===== src/rtl/cw_pkg.sv =====
// Shared types, widths and field positions for the control-word issue stage.
// Field positions follow the decoder's control-word layout, MSB first.
package cw_pkg;

  localparam int CW_W = 31;
  localparam int K_W  = 64;
  localparam int ST_W = 2;

  localparam int PSEL_HI  = 30;
  localparam int PSEL_LO  = 29;
  localparam int DA_HI    = 28;
  localparam int DA_LO    = 24;
  localparam int SA_HI    = 23;
  localparam int SA_LO    = 19;
  localparam int SB_HI    = 18;
  localparam int SB_LO    = 14;
  localparam int FSEL_HI  = 13;
  localparam int FSEL_LO  = 9;
  localparam int REGW_B   = 8;
  localparam int RAMW_B   = 7;
  localparam int ENMEM_B  = 6;
  localparam int ENALU_B  = 5;
  localparam int ENB_B    = 4;
  localparam int ENPC_B   = 3;
  localparam int BSEL_B   = 2;
  localparam int PCSEL_B  = 1;
  localparam int SL_B     = 0;

  localparam logic [CW_W-1:0] CW_NOP = '0;
  localparam logic [4:0]      REG_ZR = 5'd31;

  typedef enum logic [ST_W-1:0] {
    ST_FETCH = 2'b00,
    ST_EX1   = 2'b01,
    ST_EX2   = 2'b10,
    ST_EX3   = 2'b11
  } seq_state_e;

  function automatic logic [4:0] cw_da(
    input logic [CW_W-1:0] cw
  );
    return cw[DA_HI:DA_LO];
  endfunction

  function automatic logic [4:0] cw_sa(
    input logic [CW_W-1:0] cw
  );
    return cw[SA_HI:SA_LO];
  endfunction

  function automatic logic [4:0] cw_sb(
    input logic [CW_W-1:0] cw
  );
    return cw[SB_HI:SB_LO];
  endfunction

endpackage


===== src/rtl/control_word_issue_if.sv =====
// Valid/ready channel carrying a control word, constant and next state.
// master drives the payload, slave returns ready.
interface control_word_issue_if;
  import cw_pkg::*;

  logic            valid;
  logic            ready;
  logic [CW_W-1:0] cw;
  logic [K_W-1:0]  k;
  logic [ST_W-1:0] next;

  modport master (
    output valid, cw, k, next,
    input  ready
  );

  modport slave (
    input  valid, cw, k, next,
    output ready
  );

endinterface


===== src/rtl/cw_skid_buf.sv =====
// Output register plus one-entry skid buffer, generic payload width.
// Skid always drains before new words; ordering is strictly FIFO.
module cw_skid_buf #(
  parameter int W = 8
) (
  input  logic         clock,
  input  logic         reset_n,
  input  logic         push,
  input  logic [W-1:0] in_data,
  input  logic         pop,
  output logic         skid_empty,
  output logic         out_valid,
  output logic [W-1:0] out_data
);

  logic         skid_valid;
  logic [W-1:0] skid_data;
  logic         out_free;

  assign out_free   = ~out_valid | pop;
  assign skid_empty = ~skid_valid;

  // move skid->out first, else route a pushed word to out or skid
  always_ff @(posedge clock or negedge reset_n) begin
    if (!reset_n) begin
      out_valid  <= 1'b0;
      out_data   <= '0;
      skid_valid <= 1'b0;
      skid_data  <= '0;
    end else if (skid_valid) begin
      if (out_free) begin
        out_valid  <= 1'b1;
        out_data   <= skid_data;
        skid_valid <= 1'b0;
      end
    end else if (push) begin
      if (out_free) begin
        out_valid <= 1'b1;
        out_data  <= in_data;
      end else begin
        skid_valid <= 1'b1;
        skid_data  <= in_data;
      end
    end else if (pop) begin
      out_valid <= 1'b0;
    end
  end

endmodule


===== src/rtl/control_word_issue.sv =====
// Issue stage: owns sequencer state, buffers decode words, counts bubbles.
// Optional RAW interlock against the output word: `define HAZARD_STALL_EN.
module control_word_issue
  import cw_pkg::*;
(
  input  logic                 clock,
  input  logic                 reset_n,
  control_word_issue_if.slave  dec,
  control_word_issue_if.master dp,
  output logic [ST_W-1:0]      state,
  output logic [15:0]          bubbles
);

  logic                  hold;
  logic                  accept;
  logic                  skid_empty;
  logic                  out_valid;
  logic [CW_W+K_W-1:0]   out_data;
  logic [CW_W-1:0]       out_cw;
  seq_state_e            state_q;
  logic                  started;
  logic                  idle;

  assign out_cw = out_data[CW_W+K_W-1:K_W];

`ifdef HAZARD_STALL_EN
  logic consumer;
  logic producer;
  logic sa_hit;
  logic sb_hit;

  assign consumer = dec.cw[REGW_B] | dec.cw[SL_B];
  assign producer = out_valid & out_cw[REGW_B]
                  & (cw_da(out_cw) != REG_ZR);
  assign sa_hit   = cw_sa(dec.cw) == cw_da(out_cw);
  assign sb_hit   = ~dec.cw[BSEL_B]
                  & (cw_sb(dec.cw) == cw_da(out_cw));
  assign hold     = consumer & producer & (sa_hit | sb_hit);
`else
  assign hold = 1'b0;
`endif

  assign dec.ready = skid_empty & ~hold;
  assign accept    = dec.valid & dec.ready;

  cw_skid_buf #(
    .W (CW_W + K_W)
  ) u_skid (
    .clock      (clock),
    .reset_n    (reset_n),
    .push       (accept),
    .in_data    ({dec.cw, dec.k}),
    .pop        (dp.ready),
    .skid_empty (skid_empty),
    .out_valid  (out_valid),
    .out_data   (out_data)
  );

  assign dp.valid = out_valid;
  assign dp.cw    = out_valid ? out_cw : CW_NOP;
  assign dp.k     = out_data[K_W-1:0];
  assign dp.next  = state;
  assign state    = state_q;

  // sequencer state follows decode only on an accepted word
  always_ff @(posedge clock or negedge reset_n) begin
    if (!reset_n) begin
      state_q <= ST_FETCH;
    end else if (accept) begin
      state_q <= seq_state_e'(dec.next);
    end
  end

  assign idle = started & dp.ready & ~out_valid;

  // saturating count of empty slots offered to a ready datapath
  always_ff @(posedge clock or negedge reset_n) begin
    if (!reset_n) begin
      started <= 1'b0;
      bubbles <= '0;
    end else begin
      if (accept) begin
        started <= 1'b1;
      end
      if (idle && bubbles != 16'hFFFF) begin
        bubbles <= bubbles + 16'd1;
      end
    end
  end

endmodule

===== src/flat_wrapper.sv =====
// flat-port wrapper written by rule: the top's interface ports become plain ports
module control_word_issue_flat import cw_pkg::*;
  (clock, reset_n, state, bubbles, dec_valid, dec_cw, dec_k, dec_next, dec_ready, dp_valid, dp_cw, dp_k, dp_next, dp_ready);
  control_word_issue_if dec_i ();
  control_word_issue_if dp_i ();
  input  logic clock;
  input  logic reset_n;
  output logic [ST_W-1:0] state;
  output logic [15:0] bubbles;
  input wire logic [$bits(dec_i.valid)-1:0] dec_valid;
  input wire logic [$bits(dec_i.cw)-1:0] dec_cw;
  input wire logic [$bits(dec_i.k)-1:0] dec_k;
  input wire logic [$bits(dec_i.next)-1:0] dec_next;
  output wire logic [$bits(dec_i.ready)-1:0] dec_ready;
  output wire logic [$bits(dp_i.valid)-1:0] dp_valid;
  output wire logic [$bits(dp_i.cw)-1:0] dp_cw;
  output wire logic [$bits(dp_i.k)-1:0] dp_k;
  output wire logic [$bits(dp_i.next)-1:0] dp_next;
  input wire logic [$bits(dp_i.ready)-1:0] dp_ready;
  assign dec_i.valid = dec_valid;
  assign dec_i.cw = dec_cw;
  assign dec_i.k = dec_k;
  assign dec_i.next = dec_next;
  assign dec_ready = dec_i.ready;
  assign dp_valid = dp_i.valid;
  assign dp_cw = dp_i.cw;
  assign dp_k = dp_i.k;
  assign dp_next = dp_i.next;
  assign dp_i.ready = dp_ready;
  control_word_issue u_core (.clock(clock), .reset_n(reset_n), .dec(dec_i), .dp(dp_i), .state(state), .bubbles(bubbles));
endmodule

===== config.mk =====
export PLATFORM = sky130hd
export DESIGN_NAME = control_word_issue_flat
export DESIGN_NICKNAME = d
export VERILOG_FILES = /design/src/rtl/cw_pkg.sv /design/src/rtl/control_word_issue_if.sv /design/src/rtl/cw_skid_buf.sv /design/src/rtl/control_word_issue.sv /design/src/flat_wrapper.sv
export SDC_FILE = /design/constraint.sdc
export NUM_CORES = 1
export LEC_CHECK = 0
export ABC_CLOCK_PERIOD_IN_PS = 5600
export CAP_MARGIN = 0
export CORE_MARGIN = 1.5
export CORE_UTILIZATION = 65
export DETAILED_ROUTE_END_ITERATION = 8
export DONT_BUFFER_PORTS = 1
export MAX_ROUTING_LAYER = met4
export PLACE_DENSITY = 0.85
export SLEW_MARGIN = 20
export SYNTH_ARGS = -nofsm -noshare
export SYNTH_HDL_FRONTEND = slang
export SYNTH_HIERARCHICAL = 1
export SYNTH_SLANG_ARGS = --single-unit

===== constraint.sdc =====
create_clock -name clock -period 5.6 [get_ports clock]
set_input_delay 0.56 -clock clock [delete_from_list [all_inputs] [get_ports clock]]
set_output_delay 0.56 -clock clock [all_outputs]
set_load 0.05 [all_outputs]

### Word level (Yosys, flattened, before mapping)

Cells that the tools add are included.

| word-level totals | value |
|---|---|
| input bits | 101 |
| register bits | 211 |

| operators by class | value |
|---|---|
| bitwise logic cells | 7 |
| multiplexer cells | 12 |
| $add $sub $neg | 1 |
| eq/ne operators | 1 |
| reduce and logical (&&, ||, !) cells | 5 |

Operators with widths:

| operator | count |
|---|---|
| $mux 95 | 4 |
| $mux 31 | 1 |
| $add 16x1->16 const B | 1 |
| $ne 16x16->1 const B | 1 |
| $mux 1 | 7 |
| $and 1x1->1 | 3 |
| $not 1->1 | 3 |
| $reduce_and 3->1 | 1 |
| $reduce_bool 3->1 | 1 |
| $reduce_and 2->1 | 1 |
| $reduce_bool 2->1 | 1 |
| $logic_and 1x1->1 | 1 |
| $or 1x1->1 | 1 |

### Longest topological paths before layout

| depth | value |
|---|---|
| word-level depth | 5 |
| gate-level depth with buffers | 12 |

### Hierarchy

The synthesis kept the hierarchy.

Modules (own cells, without submodules):

| module | instances | cells an instance | area each (µm²) |
|---|---|---|---|
| cw_skid_buf | 1 | 516 | 8489.4 |
| control_word_issue | 1 | 115 | 1124.8 |

### Worst setup path after synthesis

Ideal clock, no wire load.

| timing path | value |
|---|---|
| path kind | register to register |
| start point | register u_core.u_skid.skid_valid |
| end point | register u_core.u_skid.skid_data[44] |
| arrival | 2.322 ns |
| stages on the path, launching flop included | 11 |
| path buffers | 5 |
| library setup time | 0.127 ns |
| path slack | 3.151 ns |
| cell sequence | dfrtp_1 buf_6 buf_6 buf_2 inv_1 nand2_1 inv_1 nor3b_2 buf_4 buf_6 mux2_1 |

| on the way | value |
|---|---|
| word-level cells in the longest chain between the ends | 3 |

RTL lines:

| element | RTL line | source |
|---|---|---|
| start: declaration | cw_skid_buf.sv:16 | `logic skid_valid;` |
| start signal: assignment | cw_skid_buf.sv:28 | `skid_valid <= 1'b0;` |
| start signal: assignment | cw_skid_buf.sv:34 | `skid_valid <= 1'b0;` |
| start signal: assignment | cw_skid_buf.sv:41 | `skid_valid <= 1'b1;` |
| $not 1->1 (no source line) | -- |  |
| named net dec_ready | flat_wrapper.sv:14 | `output wire logic [$bits(dec_i.ready)-1:0] dec_ready;` |
| $and 1x1->1 | control_word_issue.sv:44 | `assign accept = dec.valid & dec.ready;` |
| named net u_core.accept | control_word_issue.sv:15 | `logic accept;` |
| $reduce_and 3->1 (no source line) | -- |  |
| end signal: assignment | cw_skid_buf.sv:42 | `skid_data <= in_data;` |
| end: declaration | cw_skid_buf.sv:17 | `logic [W-1:0] skid_data;` |

The timed path passes the listed nets, and every way through them passes these cells.
A chain may end at the register's enable or synchronous reset.

### Worst setup path after layout

| timing path | value |
|---|---|
| start point | register u_core.u_skid.skid_valid |
| end point | register u_core.u_skid.skid_data[36] |

The elaborated chain is that of the path after synthesis.

==> reports/qor.json <==
{
  "finalCritPeriodShare": {"value": 0.5432},
  "synth_area_leader_cell": {"value": "sky130_fd_sc_hd__dfrtp_1"},
  "antenna_violations_before_repair": {"value": 2},
  "yosys.cell_count.top_type": {"value": "sky130_fd_sc_hd__dfrtp_1"},
  "ys.warnings.count": {"value": 6},
  "tritoncts": {"value": "yes"},
  "antenna_violating_nets_post_route": {"value": 0},
  "endpoint_kind": {"value": "flip-flop"},
  "port_buffers": {"value": 0},
  "setup-violations-final": {"value": 0},
  "clock_latency": {"value": 0.50, "unit": "ns"},
  "synth-async-reset-ratio": {"value": 1.000},
  "critPathMostFrequentCell": {"value": "sky130_fd_sc_hd__inv_1"},
  "cts_max_level": {"value": 1},
  "worst_hold_path_type": {"value": "in2reg"},
  "critical_path_peak_fanout": {"value": 64},
  "post_synth_most_frequent_cells": {"value": "sky130_fd_sc_hd__dfrtp_1, sky130_fd_sc_hd__mux2_2, sky130_fd_sc_hd__mux2_1"},
  "max_cap_viol_count": {"value": 0},
  "core_region_area": {"value": 14480, "unit": "sq um"},
  "post_route_clock_skew": {"value": 0.01135, "unit": "ns"},
  "die_boundary_width": {"value": 124.6, "unit": "um"},
  "hpwl_after_detailed_placement": {"value": 12130, "unit": "um"},
  "combPwrFrac": {"value": 0.203},
  "finish.cell_count_without_fillers": {"value": 827},
  "rsz0062_at_grt": {"value": "no"},
  "grt_start_max_net_pins": {"value": 212},
  "final.hold.worst_slack": {"value": 0.1910, "unit": "ns"},
  "timing.setup.critical_path_class": {"value": "reg2reg"},
  "num_io_pins": {"value": 218},
  "final_hold_viols": {"value": 0},
  "initial_utilization": {"value": 0.6640},
  "synth_net_count": {"value": 733},
  "syn-cell-area": {"value": 9614, "unit": "sq um"},
  "reg2reg_slack": {"value": 2.56, "unit": "ns"},
  "switching_share": {"value": 0.3731},
  "ys_ff_latch": {"value": 211},
  "worst_pin_slew": {"value": 1.069, "unit": "ns"},
  "place_inst": {"value": 784},
  "clkPwrFrac": {"value": 0.276},
  "clk_pin_slew_worst_paths": {"value": 0.06, "unit": "ns"},
  "fin_setup_tns": {"value": 0, "unit": "ns"},
  "finish.net_count": {"value": 729},
  "period_minus_slack": {"value": 3.042, "unit": "ns"},
  "die_h": {"value": 124.6, "unit": "um"},
  "post_synth_num_cell_types": {"value": 34},
  "worstPathCellList": {"value": "inv_1 -> nand2_1 -> inv_1 -> nor3b_4 -> buf_4 -> mux2_2"},
  "globalRoute.totalOverflow": {"value": 0},
  "cellLeakagePower": {"value": 4.498, "unit": "nW"},
  "drt_iter0_drc": {"value": 393},
  "cp_slowest_stage_delay": {"value": 0.71, "unit": "ns"},
  "clock_tree.buffer_depth": {"value": 3},
  "seq_power_share": {"value": 0.521},
  "power_switching": {"value": 0.002124, "unit": "W"},
  "fin_area": {"value": 10510, "unit": "sq um"},
  "grt_usage": {"value": 0.2540},
  "ys.flop_type": {"value": "sky130_fd_sc_hd__dfrtp_1"},
  "route.final.wire_length": {"value": 18970, "unit": "um"},
  "first_global_vias": {"value": 5609},
  "drc_viols": {"value": 0},
  "drt_pre_antenna_iters": {"value": 4},
  "layout-area-overhead-vs-synth": {"value": 9.305, "unit": "%"},
  "clockRootBuffer": {"value": "sky130_fd_sc_hd__clkbuf_16"},
  "post_synth.cell_area_avg": {"value": 15.24, "unit": "sq um"},
  "finalWeightedCongestion": {"value": 0.7913},
  "slew_headroom": {"value": 0.2875},
  "fraction_of_final_layout_cells_with_drive_strength_greater_than_1": {"value": 0.4509},
  "synth_top_cells_by_area": {"value": "sky130_fd_sc_hd__dfrtp_1, sky130_fd_sc_hd__mux2_2, sky130_fd_sc_hd__mux2_4"},
  "tritoncts.num_buffers": {"value": 22},
  "critPathLaunchType": {"value": "flip-flop"},
  "cts.repair_timing.setup_buffer_count": {"value": 0},
  "drt-wirelength-per-cell": {"value": 22.94, "unit": "um"},
  "worst-endpoint-arrival": {"value": 3.41, "unit": "ns"},
  "synth_enable_flop_cells": {"value": 0},
  "clock_sinks": {"value": 211},
  "run_status": {"value": "completed"},
  "power.density_cell_area": {"value": 541.7, "unit": "nW/um^2"},
  "synth_cells": {"value": 631},
  "worst-endpoint-required": {"value": 5.97, "unit": "ns"},
  "rows": {"value": 44},
  "synth.top_cell.area_share": {"value": 0.5492},
  "fmaxAchievable": {"value": 328.7, "unit": "MHz"},
  "vdd_drop_max": {"value": 0.0003347, "unit": "V"},
  "die_area": {"value": 15530, "unit": "sq um"},
  "internal_power": {"value": 0.003569, "unit": "W"},
  "avgViaCountPerCell": {"value": 6.123},
  "sequential_to_total_area_share_from_yosys_stat": {"value": 0.5492},
  "num_vias": {"value": 5064},
  "grt_first_pass_wirelength": {"value": 30910, "unit": "um"},
  "detailed_place.area": {"value": 9656, "unit": "sq um"},
  "timing.critical_path.slowest_stage_cell": {"value": "sky130_fd_sc_hd__buf_4"},
  "slew_viol_final": {"value": 0}
}
power by group through the flow:
stage | clock, W | sequential [W] | combinational, W
floorplan | 0 | 0.00285 | 0.00104
global placement | 0 | 0.00295 | 0.00107
detailed placement | 0 | 0.00298 | 0.00113
CTS | 0.00160 | 0.00296 | 0.00116
global route | 0.00167 | 0.00302 | 0.00123
finish | 0.00157 | 0.00297 | 0.00115
sequential cells by signal, summed over array words and instances, names as in the netlist:
| register | count |
|---|---|
| u_core/dp.next | 2 |
| u_core/u_skid/out_valid | 1 |
| u_core/u_skid/skid_data | 95 |
| u_core/bubbles | 16 |
| u_core/u_skid/out_data | 95 |
| u_core/started | 1 |
| u_core/u_skid/skid_valid | 1 |
final cells by class:
| cell class | count | area, sq um |
|---|---|---|
| multi-input cells | 381 | 4076 |
| fillers | 928 | 3970 |
| clock buffers | 28 | 604.3 |
| inverters | 2 | 7.507 |
| repair buffers | 9 | 122.6 |
| diodes | 2 | 5.005 |
| well taps | 184 | 230.2 |
| flip-flops and latches | 211 | 5284 |
| clock inverters | 10 | 178.9 |
critical path, delay by kind of cell (launching register included):
| kind | cells | cell delay (ns) |
|---|---|---|
| buffers and inverters | 3 | 1.29 |
| AND/OR/NAND/NOR | 2 | 0.47 |
| flip-flops | 1 | 0.67 |
| multiplexers | 1 | 0.43 |
path summary, 6_finish.rpt:
check,startpoint,to,cells past startpoint
worst max-delay path,u_core/u_skid/skid_valid,u_core/u_skid/skid_data[36],6
worst min register to register,u_core/u_skid/skid_data[87],u_core/u_skid/skid_data[87],1
max in group asynchronous,reset_n,u_core/u_skid/skid_valid,3
worst min-delay path,dec_cw[24],u_core/u_skid/skid_data[88],1
min in group asynchronous,reset_n,u_core/u_skid/skid_data[68],2
worst max register to register,u_core/u_skid/skid_valid,u_core/u_skid/skid_data[36],6
layer usage:
layer | routed length, um | global-route usage | part of all wire | vias up
met5 | 0 | - | 0 | -
met3 | 1883 | 0.08806 | 0.099 | 40
met2 | 9223 | 0.3963 | 0.49 | 209
met4 | 461 | 0.08587 | 0.024 | 0
li1 | - | - | - | 2229
met1 | 7401 | 0.3113 | 0.39 | 2586
per-stage QoR:
| stage | utilization | setup WS, ns | power, W |
|---|---|---|---|
| floorplan | - | 3.151 | 0.003887 |
| global placement | 0.6669 | 2.666 | 0.004018 |
| detailed placement | 0.6669 | 2.615 | 0.004107 |
| CTS | 0.7229 | 2.556 | 0.005721 |
| global route | 0.7258 | 2.381 | 0.005920 |
| finish | 0.7258 | 2.558 | 0.005693 |
logic make-up (layout without fill, tap and decap cells):
group | Yosys count | count (layout) | synth area share
other | 0 | 2 | 0
multiplexers | 288 | 288 | 0.3568
buffers and inverters | 39 | 49 | 0.02824
flip-flops | 211 | 211 | 0.5492
AND/OR/NAND/NOR | 76 | 76 | 0.04959
AO/OA/AOI/OAI | 1 | 1 | 0.001171
adder cells (fa/ha/maj) | 1 | 1 | 0.001301
XOR/XNOR | 15 | 15 | 0.01366
cell usage in the layout, fill, tap and decap left out, types with 2 or more instances in the layout:
cell type and instances:
sky130_fd_sc_hd__dfrtp_1 210, sky130_fd_sc_hd__mux2_2 187, sky130_fd_sc_hd__mux2_1 51, sky130_fd_sc_hd__mux2_4 50, sky130_fd_sc_hd__and2_1 31, sky130_fd_sc_hd__clkbuf_16 23
sky130_fd_sc_hd__xnor2_1 10, sky130_fd_sc_hd__nand2_1 8, sky130_fd_sc_hd__nor2_1 8, sky130_fd_sc_hd__bufinv_16 5, sky130_fd_sc_hd__nand3_1 5, sky130_fd_sc_hd__nand4_1 5
sky130_fd_sc_hd__xor2_1 5, sky130_fd_sc_hd__buf_4 5, sky130_fd_sc_hd__clkinv_2 4, sky130_fd_sc_hd__clkbuf_1 4, sky130_fd_sc_hd__nor3_1 3, sky130_fd_sc_hd__diode_2 2
sky130_fd_sc_hd__inv_1 2, sky130_fd_sc_hd__nand4_2 2, sky130_fd_sc_hd__buf_16 2
timing repair:
item,CTS,global route
gates resized for setup,0,0
endpoints found under the setup margin,0,0
hold buffers,1,1
endpoints found under the hold margin,211,56
(Power assumes the default switching activity.)
